`src/rtl/bsg_encode_multi_hot_serializer.sv`:
```
// Multi-hot vector serializer: accepts a vector via valid/ready and emits the
// index of every set bit, one per beat, with ordinal/count/last/empty side info.
module bsg_encode_multi_hot_serializer #(
   parameter int unsigned  width_p        = 8,
   parameter bit           lo_to_hi_p     = 1'b1,
   localparam int unsigned addr_width_lp  = (width_p > 1) ? $clog2(width_p) : 1,
   localparam int unsigned count_width_lp = $clog2(width_p + 1)
) (
   input  logic                      clk_i,
   input  logic                      reset_n_i,
   input  logic                      v_i,
   input  logic [width_p-1:0]        i,
   output logic                      ready_o,
   output logic                      v_o,
   output logic [addr_width_lp-1:0]  addr_o,
   output logic [addr_width_lp-1:0]  index_o,
   output logic [count_width_lp-1:0] count_o,
   output logic                      last_o,
   output logic                      empty_o,
   input  logic                      yumi_i
);

   localparam logic [0:0]         ST_IDLE = 1'b0;
   localparam logic [0:0]         ST_BUSY = 1'b1;
   localparam logic [width_p-1:0] ONE_W   = width_p'(1);
   localparam int                 W_INT   = int'(width_p);

   logic [0:0]                r_state,   w_state_nxt;
   logic [width_p-1:0]        r_pending, w_pending_nxt;
   logic [addr_width_lp-1:0]  r_index,   w_index_nxt;
   logic [count_width_lp-1:0] r_count,   w_count_nxt;
   logic                      r_empty,   w_empty_nxt;

   logic [addr_width_lp-1:0]  w_sel;
   logic [count_width_lp-1:0] w_popcnt;
   logic                      w_multi;
   logic                      w_busy;
   logic                      w_last;

   // Priority pick of the next set bit; the last match in loop order wins.
   always_comb begin
      w_sel = '0;
      if (lo_to_hi_p) begin
         for (int k = W_INT - 1; k >= 0; k--) begin
            if (r_pending[k]) w_sel = addr_width_lp'(k);
         end
      end else begin
         for (int k = 0; k < W_INT; k++) begin
            if (r_pending[k]) w_sel = addr_width_lp'(k);
         end
      end
   end

   always_comb begin
      w_popcnt = '0;
      for (int k = 0; k < W_INT; k++) begin
         w_popcnt = w_popcnt + count_width_lp'(i[k]);
      end
   end

   // More than one bit still pending iff clearing the lowest one leaves something.
   assign w_multi = |(r_pending & (r_pending - ONE_W));
   assign w_busy  = (r_state == ST_BUSY);
   assign w_last  = r_empty | ~w_multi;

   assign ready_o = ~w_busy;
   assign v_o     = w_busy;
   assign addr_o  = (w_busy && !r_empty) ? w_sel   : '0;
   assign index_o = (w_busy && !r_empty) ? r_index : '0;
   assign count_o = w_busy ? r_count : '0;
   assign last_o  = w_busy & w_last;
   assign empty_o = w_busy & r_empty;

   always_comb begin
      w_state_nxt   = r_state;
      w_pending_nxt = r_pending;
      w_index_nxt   = r_index;
      w_count_nxt   = r_count;
      w_empty_nxt   = r_empty;
      case (r_state)
         ST_IDLE: begin
            if (v_i) begin
               w_pending_nxt = i;
               w_count_nxt   = w_popcnt;
               w_index_nxt   = '0;
               w_empty_nxt   = ~|i;
               w_state_nxt   = ST_BUSY;
            end
         end
         ST_BUSY: begin
            if (yumi_i) begin
               w_pending_nxt = r_pending & ~(ONE_W << w_sel);
               // Index saturates on the final beat so it never reaches width_p.
               if (w_last) w_state_nxt = ST_IDLE;
               else        w_index_nxt = r_index + addr_width_lp'(1);
            end
         end
         default: w_state_nxt = ST_IDLE;
      endcase
   end

   always_ff @(posedge clk_i) begin
      if (!reset_n_i) begin
         r_state   <= ST_IDLE;
         r_pending <= '0;
         r_index   <= '0;
         r_count   <= '0;
         r_empty   <= 1'b0;
      end else begin
         r_state   <= w_state_nxt;
         r_pending <= w_pending_nxt;
         r_index   <= w_index_nxt;
         r_count   <= w_count_nxt;
         r_empty   <= w_empty_nxt;
      end
   end

   // Protocol checks on the consumer and producer sides.
   always_ff @(posedge clk_i) begin
      if (reset_n_i) begin
         assert (!(yumi_i && !w_busy))
            else $error("bsg_encode_multi_hot_serializer: yumi_i asserted with no valid beat");
         assert (!(v_i && !w_busy && $isunknown(i)))
            else $error("bsg_encode_multi_hot_serializer: unknown bits on i at accept");
      end
   end

endmodule

```
`config.mk`:
```
export PLATFORM = sky130hd
export DESIGN_NAME = bsg_encode_multi_hot_serializer
export DESIGN_NICKNAME = d
export VERILOG_FILES = /design/src/rtl/bsg_encode_multi_hot_serializer.sv
export SDC_FILE = /design/constraint.sdc
export NUM_CORES = 1
export LEC_CHECK = 0
export ABC_AREA = 1
export BUFFER_PORTS_ARGS = -buffer_cell sky130_fd_sc_hd__buf_2
export CORE_ASPECT_RATIO = 1.1
export CORE_UTILIZATION = 53
export CTS_CLUSTER_SIZE = 30
export DETAILED_ROUTE_END_ITERATION = 16
export PLACE_DENSITY = 0.9
export RECOVER_POWER = 50
export SLEW_MARGIN = 20
export SYNTH_ARGS = -nofsm -noshare
export SYNTH_HDL_FRONTEND = slang
export SYNTH_SLANG_ARGS = --single-unit
```
`constraint.sdc`:
```
create_clock -name clk_i -period 3.3 [get_ports clk_i]
set_input_delay 0.66 -clock clk_i [delete_from_list [all_inputs] [get_ports clk_i]]
set_output_delay 0.66 -clock clk_i [all_outputs]
set_load 0.05 [all_outputs]
```
==> results.yml, run 1 <==
final_layout:
  diodes: 0
  syn_to_final_growth_pct: 13.24
  seq_area_um2: 340.3
  mostFrequentLayoutCell: "nand2_1"
  fill_cells: 187
  layout_common_cells: "nand2_1, inv_1, buf_2"
  multi_input_area_um2: 680.7
  drive_above_1_share_pct: 19.70
  nets: 220
  fin_area_um2: 1338
sta:
  tightest_slew_ns: 0.5949
  hold_viol_final: 0
  final.min_clock_period_ns: 2.962
  maxSlewHeadroom_pct: 60.51
  setup_viol: 0
  fin_crit_sh_pct: 89.76
  slew_viol_final: 0
  clock.fmax_mhz: 337.6
  fin_skew_ns: 0.01054
  finalSetupTns_ns: 0
  rsz0062_at_grt: "false"
floorplanning:
  rows: 17
  core-area_um2: 2063
  fp.dieW_um: 47.01
  start_util_pct: 57.25
  die_area_um2: 2421
  die_height_um: 51.51
  ioPinCount: 26
worst_setup_path:
  r2r_start: "v_o"
  rr_endpoint: "r_pending[2]"
  r2r_slack_ns: 1.14
  cp_common_cell: "fa_1"
  worstSetupPathType: "in -> reg"
  arrival_ns: 3.18
  cp-start-kind: "input port"
  worstPathRequired_ns: 3.52
  crit_path_cell_trace: "buf_2 > fa_1 > inv_1 > fa_1 > fa_1 > inv_1 > ha_1 > inv_1 > fa_1 > o21ai_0"
  end_kind: "flip-flop"
  critPathMaxFanout: 3
  slowest_stage: "fa_1"
  r2r_cells: 6
  cp_slowest_stage_delay_ns: 0.54
  critPathLaunch: "i[0]"
clock_network:
  post_cts_resized: 0
  cts_tree: "yes"
  ctsHoldBuffers: 0
  cts_made_buffers: 3
  insertion_delay_ns: 0.29
  clk_pin_slew_ns: 0.11
  post_cts_buffers: 0
  clockBufferDepth: 2
  clkSinkCount: 17
  htreeDepth: 1
  cts-root-buf: "clkbuf_4"
route:
  postRouteWirelength_mm: 2.654
  drc: 0
  routedWlPerCell_um: 11.74
  route.antenna.remaining_nets: 0
  vias: 1200
  initialDrtViolationCount: 43
  drt_pass1_iterations: 4
  drt-vias-per-instance: 5.310
place:
  placed_area_um2: 1334
  post-dp-hpwl_mm: 2.084
  place.gp.congestion: 0.8913
  io_buffers: 25
yosys:
  ys_types: 28
  synth-seq-cells: 17
  synth_area_leaders: "dfxtp_1, nand2_1, inv_1"
  yosysSeqAreaShare_pct: 28.81
  synthesis.area_um2: 1181
  yosys.area.top_type_share_pct: 28.81
  syn_area_per_cell_um2: 6.907
  syn-num-nets: 192
  netlist_instances: 171
  yosys_warnings: 0
  yosysTopAreaCell: "dfxtp_1"
pwr:
  irDropWorstVdd_mv: 0.2481
  p_leak_nw: 0.7089
  power.density_nw_per_um2: 445.7
grt:
  grt_pass1_vias: 1158
  antenna_found_initial: 0
  grt-ovfl-total: 0
  grt_usage_pct: 26.39
  grt_pass1_wl_mm: 4.643
  grt_max_degree: 14
flow_run:
  cap_violations: 0
hold_path:
  worstHoldStart: "r_count[3]"
  hold_path_class: "reg -> reg"
  holdPathStages: 2
  whs_endpoint: "r_count[3]"
status:
  outcome: "finished, final reports clean"
-- routing by layer --
layer	GRT usage [%]	wire length (µm)	up-vias
li1	-	-	604
met1	31.64	1111	542
met2	45.83	1361	52
met3	3.472	164	2
met4	10.95	17	0
met5	0	0	-
-- sequential cells by signal, summed over array words and instances, names as in the netlist --
register	flops
r_empty	1
v_o	1
r_count	4
r_pending	8
r_index	3
-- worst max-delay path by stage --
| stage | to | slack (ns) | depth (start not counted) |
|---|---|---|---|
| after detailed placement | r_count[1] | 0.01 | 10 |
| after global routing | r_count[2] | 0.27 | 11 |
| after floorplan | r_count[2] | 0.26 | 10 |
| after CTS | r_count[1] | 0.35 | 10 |
| after global placement | r_count[2] | 0.08 | 11 |
| final | r_count[1] | 0.34 | 10 |
-- layout make-up --
type,count,share of cell area [%]
clock inverters,1,0.3742
clock buffers,3,1.684
inverters,34,9.542
multi-input cells,117,50.89
flip-flops and latches,17,25.44
well taps,28,2.619
repair buffers,26,9.448
-- cell usage after synthesis --
cell type	instances
nand2_4	1
buf_4	1
o21ai_1	1
nor2_4	1
fa_1	4
nand4_1	3
a21oi_1	7
nor2_1	16
o221a_1	1
a221oi_1	4
xor2_1	1
inv_1	31
nor2_2	5
nand3_1	5
a21oi_2	1
clkbuf_1	2
xnor2_1	1
nor3_1	2
o311ai_1	1
inv_2	3
ha_1	5
a311oi_1	1
nand2_2	4
nor4_1	1
nand2_1	35
o21ai_0	15
nand3_2	2
dfxtp_1	17
-- critical path: cells and delay by family --
family	cells	cell delay [ns]
adders and majority gates	5	2.07
buffers and inverters	4	0.29
AOI/OAI and AO/OA	1	0.18
-- where the power goes --
part / switching [mW] / total (mW) / internal, mW
clock network: 0.0669 / 0.112 / 0.0450
registers: 0.0193 / 0.246 / 0.227
logic: 0.162 / 0.238 / 0.0757
-- kinds of logic (layout without fill, tap and decap cells) --
logic type	Yosys count	count (layout)	share of synthesized area, %
flops	17	17	28.81
compound gates	31	31	15.89
fa+ha+maj	9	9	12.08
xor+xnor	2	2	1.483
simple gates	75	75	29.66
buf+inv	37	64	12.08
-- through the flow --
stage / utilization, % / hold WS, ns / power (mW) / std cells / setup WS (ns)
floorplan: - / 0.4281 / 0.4354 / 171 / 0.2610
global placement: 64.65 / 0.4463 / 0.4839 / 222 / 0.08125
detailed placement: 64.65 / 0.4591 / 0.4931 / 222 / 0.01244
CTS: 65.98 / 0.4850 / 0.6038 / 226 / 0.3453
global route: 64.83 / 0.5189 / 0.6400 / 226 / 0.2687
finish: 64.83 / 0.4887 / 0.5961 / 226 / 0.3379
Power figures use the tool's default switching activity.
==> run 2, diff against run 1 <==
CORE_MARGIN = 2   (was not set)
==> run 2 against run 1 <==
Compared with the run above:
- combinational power hardly changed
- final cell count stayed put
- clock skew is 0.00091 ns higher
- via count is 1.4% lower
- first-iteration DRC count is 63% lower
- maximum frequency is 1.1% lower
==> results.yml, run 2 (same netlist as run 1, synthesis figures left out) <==
final_layout:
  fin_area_um2: 1333
  fin_cells: 226
  largest_reg_flops: 8
  multi_input_area_um2: 675.6
  largestRegisters: "r_pending x8, r_count x4, r_index x3"
  layout_common_cells: "nand2_1, inv_1, buf_2"
  syn_to_final_growth_pct: 12.82
  drive_above_1_share_pct: 18.69
  fill_cells: 209
  diodes: 0
  top_register: "r_pending"
  mostFrequentLayoutCell: "nand2_1"
  seq_area_um2: 340.3
  nets: 220
floorplanning:
  rows: 17
  core-area_um2: 2063
  fp.dieW_um: 49.01
  start_util_pct: 57.25
  die_area_um2: 2623
  ioPinCount: 26
  die_height_um: 53.51
grt:
  grt_pass1_vias: 1178
  grt_pass1_wl_mm: 4.733
  grt_usage_pct: 23.58
  antenna_found_initial: 0
  grt-ovfl-total: 0
  grt_max_degree: 13
worst_setup_path:
  critPathMaxFanout: 3
  worstSetupPathType: "in -> reg"
  r2r_cells: 6
  r2r_start: "v_o"
  endpoint: "r_count[2]"
  r2r_slack_ns: 1.38
  critPathLaunch: "i[0]"
  cp_common_cell: "fa_1"
  crit_path_cell_trace: "buf_2 > fa_1 > inv_1 > fa_1 > fa_1 > inv_1 > ha_1 > inv_1 > fa_1 > xor2_1 > o21ai_0"
  cp-start-kind: "input port"
  cp_slowest_stage_delay_ns: 0.53
  rr_endpoint: "r_pending[3]"
  end_kind: "flip-flop"
  worstPathRequired_ns: 3.53
  slowest_stage: "fa_1"
  arrival_ns: 3.22
pwr:
  p_leak_nw: 0.7066
  irDropWorstVdd_mv: 0.3010
  power.density_nw_per_um2: 448.3
  power_mw: 0.5974
hold_path:
  hold_path_class: "reg -> reg"
place:
  placed_area_um2: 1334
  post-dp-hpwl_mm: 2.285
  dp_cells: 222
  io_buffers: 25
  place.gp.congestion: 0.9131
sta:
  fin_skew_ns: 0.01145
  maxSlewHeadroom_pct: 60.66
  slew_viol_final: 0
  hold_viol_final: 0
  rsz0062_at_grt: "false"
  hold_slack_ns: 0.4918
  fin_crit_sh_pct: 90.77
  setup_viol: 0
  clock.fmax_mhz: 333.9
  final.min_clock_period_ns: 2.995
  tightest_slew_ns: 0.5926
status:
  outcome: "finished, final reports clean"
route:
  drt_pass1_iterations: 4
  vias: 1183
  drt-vias-per-instance: 5.235
  initialDrtViolationCount: 16
  route.antenna.remaining_nets: 0
  postRouteWirelength_mm: 2.793
  drc: 0
  routedWlPerCell_um: 12.36
clock_network:
  clkSinkCount: 17
  cts_tree: "yes"
  ctsHoldBuffers: 0
  post_cts_resized: 0
  post_cts_buffers: 0
  htreeDepth: 1
  clockBufferDepth: 2
  cts-root-buf: "clkbuf_4"
  insertion_delay_ns: 0.29
  clk_pin_slew_ns: 0.11
  cts_made_buffers: 3
flow_run:
  cap_violations: 0
==> run 2: changes by cell type in the layout (fill, tap and decap cells not counted) <==
cell	previous run	this run
nand2_1	36	37
nand2_2	4	3
nor2_1	16	17
nor2_2	5	4
==> run 2: cell type report <==
cell class / count / share of cell area, %
multi-input cells: 117 / 50.70
repair buffers: 26 / 9.484
clock inverters: 1 / 0.3756
flip-flops and latches: 17 / 25.54
clock buffers: 3 / 1.690
well taps: 28 / 2.629
inverters: 34 / 9.577
==> run 2: worst min path at each step <==
| stage | end | slack, ns | depth (start not counted) | startpoint |
|---|---|---|---|---|
| finish | r_count[1] | 0.49 | 2 | r_count[1] |
| global route | r_count[3] | 0.52 | 2 | r_count[3] |
| CTS | r_empty | 0.49 | 2 | r_empty |
| detailed placement | r_count[3] | 0.47 | 2 | r_count[3] |
| global placement | r_count[2] | 0.45 | 2 | r_count[2] |
| floorplan | r_count[1] | 0.43 | 2 | r_count[1] |
==> run 2: layer usage <==
| layer | track usage (%) | routed length [µm] |
|---|---|---|
| met5 | 0 | 0 |
| met3 | 2.542 | 119 |
| met4 | 13.33 | 44 |
| met2 | 45.66 | 1450 |
| met1 | 25.44 | 1180 |
==> run 2: report_power, final <==
part           leakage [nW]  internal, mW  switching, mW
Combinational         0.549        0.0758          0.162
Sequential            0.140         0.227         0.0210
Clock                0.0177        0.0450         0.0669
Total                 0.707         0.348          0.250
==> run 2: worst max-delay path: cells and delay by family <==
family	cells	cell delay, ns
AOI/OAI and AO/OA	1	0.13
buffers and inverters	4	0.30
adders and majority gates	5	1.97
xor gates and xnor gates	1	0.15
==> run 2: metrics by stage <==
| step | utilization (%) | TNS (ns) | worst slack, ns |
|---|---|---|---|
| 6_report | 64.58 | 0 | 0.3046 |
| 5_1_grt | 64.58 | 0 | 0.1593 |
| 4_1_cts | 65.98 | 0 | 0.2935 |
| 3_5_place_dp | 64.65 | -0.004369 | -0.004369 |
| 3_3_place_gp | 64.65 | 0 | 0.06852 |
| 2_1_floorplan | - | 0 | 0.2610 |
